$ cat src/rtl/ucode_loader.sv
// Control-store loader: receives byte-stream load packets, verifies the checksum
// and commits the buffered entries into the microcode store or a dispatch table.
module ucode_loader #(
    parameter int unsigned MAX_ENTRIES = 16,
    parameter int unsigned UCODE_DEPTH = 16,
    parameter int unsigned DISP_DEPTH  = 4
) (
    input  logic       clk,
    input  logic       reset,
    input  logic       in_valid,
    input  logic [7:0] in_byte,
    output logic       in_ready,
    output logic       wr_en,
    output logic [1:0] wr_sel,
    output logic [3:0] wr_addr,
    output logic [3:0] wr_data,
    output logic       seq_hold,
    output logic       done,
    output logic       err
);

    typedef enum logic [2:0] {
        StIdle, StAddr, StData, StCsum, StCommit, StResult
    } state_e;

    state_e     state_q, state_d;
    logic [1:0] sel_q, sel_d;
    logic [3:0] start_q, start_d;
    logic [3:0] last_q, last_d;
    logic [3:0] cnt_q, cnt_d;
    logic [7:0] csum_q, csum_d;
    logic       err_flag_q, err_flag_d;
    logic [3:0] buf_q [MAX_ENTRIES];
    logic       buf_we;
    logic       accept;
    logic [5:0] disp_end;
    logic [4:0] addr_sum;

    logic       wr_en_d, seq_hold_d, done_d, err_d;
    logic [1:0] wr_sel_d;
    logic [3:0] wr_addr_d, wr_data_d;

    always_comb begin
        in_ready = !reset && (state_q == StIdle || state_q == StAddr ||
                              state_q == StData || state_q == StCsum);
    end

    assign accept   = in_valid && in_ready;
    // One past the last dispatch entry the packet would touch.
    assign disp_end = {2'b00, in_byte[3:0]} + {2'b00, last_q} + 6'd1;

    always_comb begin
        state_d    = state_q;
        sel_d      = sel_q;
        start_d    = start_q;
        last_d     = last_q;
        cnt_d      = cnt_q;
        csum_d     = csum_q;
        err_flag_d = err_flag_q;
        buf_we     = 1'b0;
        unique case (state_q)
            StIdle: begin
                if (accept) begin
                    sel_d      = in_byte[7:6];
                    last_d     = in_byte[3:0];
                    csum_d     = in_byte;
                    err_flag_d = (in_byte[7:6] == 2'b11) || (in_byte[5:4] != 2'b00);
                    state_d    = StAddr;
                end
            end
            StAddr: begin
                if (accept) begin
                    start_d = in_byte[3:0];
                    csum_d  = csum_q ^ in_byte;
                    cnt_d   = '0;
                    if (in_byte[7:4] != 4'h0 ||
                        (sel_q != 2'b00 && disp_end > 6'(DISP_DEPTH))) begin
                        err_flag_d = 1'b1;
                    end
                    state_d = StData;
                end
            end
            StData: begin
                if (accept) begin
                    buf_we = 1'b1;
                    csum_d = csum_q ^ in_byte;
                    if (in_byte[7:4] != 4'h0 || (sel_q == 2'b00 && in_byte[3])) begin
                        err_flag_d = 1'b1;
                    end
                    if (cnt_q == last_q) begin
                        cnt_d   = '0;
                        state_d = StCsum;
                    end else begin
                        cnt_d = cnt_q + 4'd1;
                    end
                end
            end
            StCsum: begin
                if (accept) begin
                    cnt_d = '0;
                    if (err_flag_q || csum_q != in_byte) begin
                        err_flag_d = 1'b1;
                        state_d    = StResult;
                    end else begin
                        state_d = StCommit;
                    end
                end
            end
            StCommit: begin
                if (cnt_q == last_q) begin
                    state_d = StResult;
                end else begin
                    cnt_d = cnt_q + 4'd1;
                end
            end
            StResult: state_d = StIdle;
            default:  state_d = StIdle;
        endcase
    end

    // Outputs are registered from next-state values so the write for entry i
    // appears in the same cycle the FSM sits in COMMIT with index i.
    always_comb begin
        addr_sum   = {1'b0, start_q} + {1'b0, cnt_d};
        wr_en_d    = (state_d == StCommit);
        wr_sel_d   = wr_en_d ? sel_q : 2'b00;
        wr_addr_d  = 4'h0;
        wr_data_d  = 4'h0;
        if (wr_en_d) begin
            wr_addr_d = (sel_q == 2'b00) ? 4'(addr_sum % 5'(UCODE_DEPTH)) : addr_sum[3:0];
            wr_data_d = buf_q[cnt_d];
        end
        seq_hold_d = state_d inside {StAddr, StData, StCsum, StCommit};
        done_d     = (state_d == StResult) && !err_flag_d;
        err_d      = (state_d == StResult) && err_flag_d;
    end

    always_ff @(posedge clk) begin
        if (reset) begin
            state_q    <= StIdle;
            sel_q      <= 2'b00;
            start_q    <= 4'h0;
            last_q     <= 4'h0;
            cnt_q      <= 4'h0;
            csum_q     <= 8'h00;
            err_flag_q <= 1'b0;
            wr_en      <= 1'b0;
            wr_sel     <= 2'b00;
            wr_addr    <= 4'h0;
            wr_data    <= 4'h0;
            seq_hold   <= 1'b0;
            done       <= 1'b0;
            err        <= 1'b0;
        end else begin
            state_q    <= state_d;
            sel_q      <= sel_d;
            start_q    <= start_d;
            last_q     <= last_d;
            cnt_q      <= cnt_d;
            csum_q     <= csum_d;
            err_flag_q <= err_flag_d;
            wr_en      <= wr_en_d;
            wr_sel     <= wr_sel_d;
            wr_addr    <= wr_addr_d;
            wr_data    <= wr_data_d;
            seq_hold   <= seq_hold_d;
            done       <= done_d;
            err        <= err_d;
        end
    end

    always_ff @(posedge clk) begin
        if (buf_we) begin
            buf_q[cnt_q] <= in_byte[3:0];
        end
    end

endmodule

$ cat config.mk
export PLATFORM = sky130hd
export DESIGN_NAME = ucode_loader
export DESIGN_NICKNAME = d
export VERILOG_FILES = /design/src/rtl/ucode_loader.sv
export SDC_FILE = /design/constraint.sdc
export NUM_CORES = 1
export LEC_CHECK = 0
export BUFFER_PORTS_ARGS = -buffer_cell sky130_fd_sc_hd__buf_4
export CAP_MARGIN = 30
export CORE_AREA = 2 2 163 101
export CTS_CLUSTER_DIAMETER = 60
export CTS_CLUSTER_SIZE = 20
export DETAILED_ROUTE_END_ITERATION = 8
export DIE_AREA = 0 0 165 103
export MAX_ROUTING_LAYER = met4
export SLEW_MARGIN = 25
export SYNTH_ARGS = -nofsm -noshare
export SYNTH_HDL_FRONTEND = slang
export SYNTH_SLANG_ARGS = --single-unit
$ cat constraint.sdc
create_clock -name clk -period 3.61 [get_ports clk]
set_input_delay 0.9025 -clock clk [delete_from_list [all_inputs] [get_ports clk]]
set_output_delay 0.9025 -clock clk [all_outputs]
set_load 0.005 [all_outputs]
; Word-level counts from Yosys, hierarchy flattened
; Memories as Yosys holds them, arrays and structs flattened. A register that Yosys moved wholly into a read port is not among the register bits.
; Cells that the tools add are included.
[word_totals]
latchBits = 0
ram_bits = 64
inputBits = 11
elab_cells = 91
mem_count = 1
regBits = 36
output_inout_bits = 15
mem_bits_ro = 0
[memory_table]
columns = memory, words, width, rd, rd_clocked_by_memory_dff, wr, line
row1 = buf_q, 16, 4, 1, 1, 1, 33  ; logic [3:0] buf_q [MAX_ENTRIES];
[classes]
muxes = 28
multipliers = 0
n_reduce_logical = 28
n_shift = 0
eq_ne = 14
addsub = 4
bitwise = 2
magnitude_cmp = 1
div = 0
[ops]
columns = op, count
row1 = 3-bit 2-to-1 mux, 6
row2 = 4-bit 2-to-1 mux, 4
row3 = 8-bit 2-to-1 mux, 2
row4 = 8-bit one-hot mux with 2 select lines, 1
row5 = 3-bit one-hot mux with 5 select lines, 1
row6 = 3-bit by 2-bit equality test with 1-bit output (second input constant), 4
row7 = 1-bit 2-to-1 mux, 12
row8 = 4-bit one-hot mux with 3 select lines, 1
row9 = 3-bit equality test (second input constant), 3
row10 = 8-bit inequality test, 1
row11 = 4-bit nonzero test, 2
row12 = 8-bit XOR, 1
row13 = 1-bit logical OR, 7
row14 = 5-bit by 1-bit adder with 6-bit output (second input constant), 1
row15 = 3-bit by 1-bit equality test with 1-bit output (second input constant), 2
row16 = 6-bit by 3-bit > comparator with 1-bit output (second input constant), 1
row17 = 1-bit logical AND, 6
row18 = 2-bit nonzero test, 3
row19 = 2-bit OR reduction, 3
row20 = 4-bit by 4-bit adder with 5-bit output, 1
row21 = 4-bit by 1-bit adder with 4-bit output (second input constant), 1
row22 = 4-bit adder, 1
row23 = 4-bit equality test, 1
row24 = 1-bit one-hot mux with 4 select lines, 1
row25 = 9 further kinds, 11

; Depth between registers and ports, before layout
[logic_depth]
depth_word = 11
mapped_depth = 16
ltp_nobuf = 14

; Worst setup path before layout
; OpenSTA, ideal clock, no wires.
[synth_timing]
path_kind = input-to-reg
startpoint = in reset
endpoint = reg wr_addr[3]
path_buffers = 3
arrival_time_ns = 3.224
slack_ns = 0.263
stages = 13
required_ns = 3.487
setup_ns = 0.123
cell_sequence = buf_6 -> nor3b_4 -> a21oi_1 -> nor4b_1 -> or2_1 -> buf_6 -> buf_12 -> ha_1 -> a21o_1 -> a21oi_1 -> xor2_1 -> xnor2_1 -> nor2_1
[synth_via]
word_cells_on_any_way = 15
cone_classes = add/sub (1) / eq/ne (1) / mux (8) / bitwise (1) / reduce/logical (4)
[synth_rtl]
columns = item, line
row1 = "start, declared", 9  ; input logic reset,
row2 = 1-bit zero test *, 44  ; in_ready = !reset && (state_q == StIdle || state_q == StAddr ||
row3 = 1-bit logical AND *, 44
row4 = 1-bit logical AND *, 48  ; assign accept = in_valid && in_ready;
row5 = 4-bit 2-to-1 mux (on tied branches), "72, 99, 84"
row6 = 4-bit one-hot mux with 3 select lines *, 61  ; unique case (state_q)
row7 = net cnt_d[1], 30  ; logic [3:0] cnt_q, cnt_d;
row8 = 4-bit adder *, 124  ; addr_sum = {1'b0, start_q} + {1'b0, cnt_d};
row9 = "end signal, assigned", 164  ; wr_addr <= wr_addr_d;
row10 = "end, declared", 15  ; output logic [3:0] wr_addr,
; The timed path passes the listed nets; every way through them passes the cells marked *.
; A chain may end at the register's enable or synchronous reset.

; Final worst setup path
[layout_timing]
startpoint = reg last_q[2]
endpoint = reg wr_addr[3]
[layout_via]
word_cells_on_any_way = 13
cone_classes = add/sub (1) / eq/ne (2) / mux (8) / bitwise (1) / reduce/logical (1)
[layout_rtl]
columns = item, line
row1 = "start, declared", 29  ; logic [3:0] last_q, last_d;
row2 = "start signal, assigned", 158  ; last_q <= last_d;
row3 = 4-bit equality test *, "90, 110"
row4 = 4-bit 2-to-1 mux, 90  ; if (cnt_q == last_q) begin
row5 = 4-bit 2-to-1 mux, 84  ; if (accept) begin
row6 = 4-bit one-hot mux with 3 select lines *, 61
row7 = net cnt_d[0], 30
row8 = 4-bit adder *, 124
; Marks and branches as above.

==> results.sh <==
export IMPL_status="complete, no violations"
export IMPL_fmax_mhz=305.9
export IMPL_critPathCapture="wr_addr[3]"
export IMPL_startpoint_type="flop"
export IMPL_grt_usage=0.1496
export IMPL_ys_ff_latch=104
export IMPL_reg2reg_to="wr_addr[3]"
export IMPL_die_w_um=165
export IMPL_yosysTopAreaCellShare=0.3916
export IMPL_cap_violations=0
export IMPL_fin_util=0.3600
export IMPL_seqPwrFrac=0.515
export IMPL_grt_start_max_net_pins=25
export IMPL_path_cells="xor2_1, nor4_4, inv_2, ha_1, nor4b_2, a31oi_2, and3_2, inv_1, ha_1, a21o_1, a21oi_1, xor2_1, xnor2_1, nor2_1"
export IMPL_die_height_um=103
export IMPL_synth_area_leaders="edfxtp_1 39%, dfxtp_1 16%, mux2i_1 9.2%, nor2_1 3.3%, ha_1 3.1%"
export IMPL_core_area_um2=15720
export IMPL_grt_pass1_vias=3251
export IMPL_ios=26
export IMPL_crit_fanout=6
export IMPL_power_total_mw=2.497
export IMPL_cp_slowest_cell="nor4_4"
export IMPL_vias=3410
export IMPL_setup_violations=0
export IMPL_synthDistinctLibCells=52
export IMPL_ys_warn_count=0
export IMPL_combPwrFrac=0.079
export IMPL_final_max_slew_viol_count=0
export IMPL_finalSetupTns_ps=0
export IMPL_ir_worst_vdd_uv=210.3
export IMPL_fillers=1522
export IMPL_crit_reg2reg_launch="last_q[2]"
export IMPL_slew_headroom=0.5095
export IMPL_gp_congestion=0.8734
export IMPL_io_buffer_count=25
export IMPL_p_per_area_nw_per_um2=441.2
export IMPL_nets=484
export IMPL_syn_num_nets=454
export IMPL_dp_cells=655
export IMPL_cp_depth=14
export IMPL_cts_root_buffer="clkbuf_16"
export IMPL_drive_gt1_frac=0.1595
export IMPL_clkPwrFrac=0.406
export IMPL_clock_skew_ps=9.836
export IMPL_drt_pass1_iter_count=6
export IMPL_hold_viol=0
export IMPL_synth_cell_area_um2=4907
export IMPL_hpwl_um=8080
export IMPL_syn_avg_cell_area_um2=11.44
export IMPL_p_sw_mw=0.5993
export IMPL_drtIter0Drc=236
export IMPL_tritoncts_num_buffers=9
export IMPL_num_rows=36
export IMPL_wl_per_cell_um=17.18
export IMPL_crit_family="simple AND/OR/NAND/NOR gates"
export IMPL_internal_power_mw=1.898
export IMPL_synth_top_cell_by_area="edfxtp_1"
export IMPL_critPathKind="reg -> reg"
export IMPL_worstSetupStartpoint="last_q[2]"
export IMPL_syn_inst=429
export IMPL_rsz0062_at_grt="no"
export IMPL_clkSinkCount=104
export IMPL_min_period_ps=3269
export IMPL_fin_ws_ps=341.2
export IMPL_ys_seq_area_frac=0.5548
export IMPL_period_share=0.9055
export IMPL_cts_tree="done"
export IMPL_ff2ff_path_depth=14
export IMPL_end_kind="flop"
export IMPL_switching_share=0.2400
export IMPL_postRouteAntennaNets=0
export IMPL_max_stage_delay_ps=460
export IMPL_die_area_um2=17000
export IMPL_wirelength_um=11560
export IMPL_cp_num_buf_inv=2
export IMPL_worstSkewPairLatency_ps=350
export IMPL_holdBufCountCts=0
export IMPL_required_ps=3830
export IMPL_gr_total_overflow=0
export IMPL_r2r_slack_ps=340
export IMPL_area_delta_synth_final_pct=15.32
export IMPL_layout_commonest_cell="edfxtp_1"
export IMPL_hp_class="reg -> reg"
export IMPL_leakagePower_nw=2.237
export IMPL_antennaDiodeCount=0
export IMPL_htree_num_levels=3
export IMPL_cts_clk_slew_worst_paths_ps=70
export IMPL_grt_pass1_wl_um=18260
export IMPL_place_ws_ps=281.1
export IMPL_drc=0
export IMPL_viasPerCell=5.067
export IMPL_antenna_found_initial=0
export IMPL_start_util=0.3122
export IMPL_worst_slew_pin_slew_ps=730.2
export IMPL_clock_path_buffers=2
export IMPL_final_cell_mix="64 x edfxtp_1, 45 x mux2i_1, 44 x buf_4"
export IMPL_critPathArrivalTime_ps=3490
export IMPL_fin_cells=673
## logic make-up (layout without fill, tap and decap cells)
family          Yosys count  count (layout)  share of synthesized area
xor+xnor                 18              18                    0.03213
buf+inv                  41              76                    0.04742
compound gates           69              69                    0.09383
flops                   104             104                     0.5548
fa+ha+maj                14              14                    0.03876
mux                      46              46                    0.09408
simple gates            137             137                     0.1390
## metrics by stage
step                      cell area [um^2]  hold WS [ps]
after floorplan                       4907         440.6
after global placement                5329         457.7
after detailed placement              5329         455.2
after CTS                             5638         465.2
after global routing                  5659         497.9
final                                 5659         465.7
## worst min path at each step
stage	startpoint	endpoint	slack, ps	depth (start not counted)
final	start_q[0]	start_q[0]	470	2
after global routing	start_q[0]	start_q[0]	500	2
after CTS	start_q[0]	start_q[0]	470	2
after detailed placement	start_q[0]	start_q[0]	460	2
after global placement	start_q[0]	start_q[0]	460	2
after floorplan	start_q[0]	start_q[0]	440	2
## power by group through the flow
stage	clock network, mW	logic [mW]	registers (mW)
after floorplan	0	0.126	1.31
after global placement	0	0.185	1.31
after detailed placement	0	0.189	1.31
after CTS	1.04	0.190	1.28
after global routing	1.08	0.220	1.29
final	1.01	0.198	1.29
## registers in the layout (all words and copies together) (netlist names), 2 cells and up
name and cells:
wr_sel 2, cnt_q 4, wr_addr 4, wr_data 4
csum_q 8, sel_q 2, start_q 4, buf_q 64
state_q 3, last_q 4
## what timing repair did
action,4_1_cts,5_1_grt
resized for setup,0,1
endpoints found under the setup margin,0,4
setup buffers,0,2
## final cells by class
class / count / area, um^2 / area share
sequential: 104 / 2723 / 0.4811
multi-input combinational: 284 / 1959 / 0.3462
timing repair buffer: 45 / 350.3 / 0.06191
tap: 209 / 261.5 / 0.04621
clock buffer: 9 / 225.2 / 0.03980
clock inverter: 7 / 83.83 / 0.01481
inverter: 15 / 56.30 / 0.009949
## Yosys cell counts, drive strengths merged
cell type  number
a311oi          1
a211oi         14
nand2          29
ha             12
or4             1
nor2b           7
a2111oi         4
edfxtp         64
o311a           1
or2             3
nor3b           2
nand2b          5
nand4           2
nor4            3
and2            4
buf            14
and3            1
dfxtp          40
nor3           17
o21ai           4
mux2            1
clkbuf         12
nand3          13
nand4b          1
a21o            1
nor4b           2
fa              2
a32o            1
o2bb2ai         1
a31oi          13
o32ai           1
inv            15
or3b            2
xnor2           2
xor2           16
mux2i          45
o311ai          1
nor2           45
a21oi          27
## metal layers
metal / vias up / wire length (um) / global-route usage
met5: - / 0 / -
met4: 0 / 102 / 0.03478
met3: 10 / 794 / 0.03540
met2: 132 / 4899 / 0.2087
met1: 1651 / 5766 / 0.2178
li1: 1617 / - / -
## worst register-to-register path: stages (launching register included)
cell	delay, ps
dfxtp_1	350
xor2_1	200
nor4_4	460
inv_2	110
ha_1	310
nor4b_2	50
a31oi_2	270
and3_2	330
inv_1	100
ha_1	220
a21o_1	180
a21oi_1	170
xor2_1	200
xnor2_1	130
nor2_1	50
(Power assumes the default switching activity.)
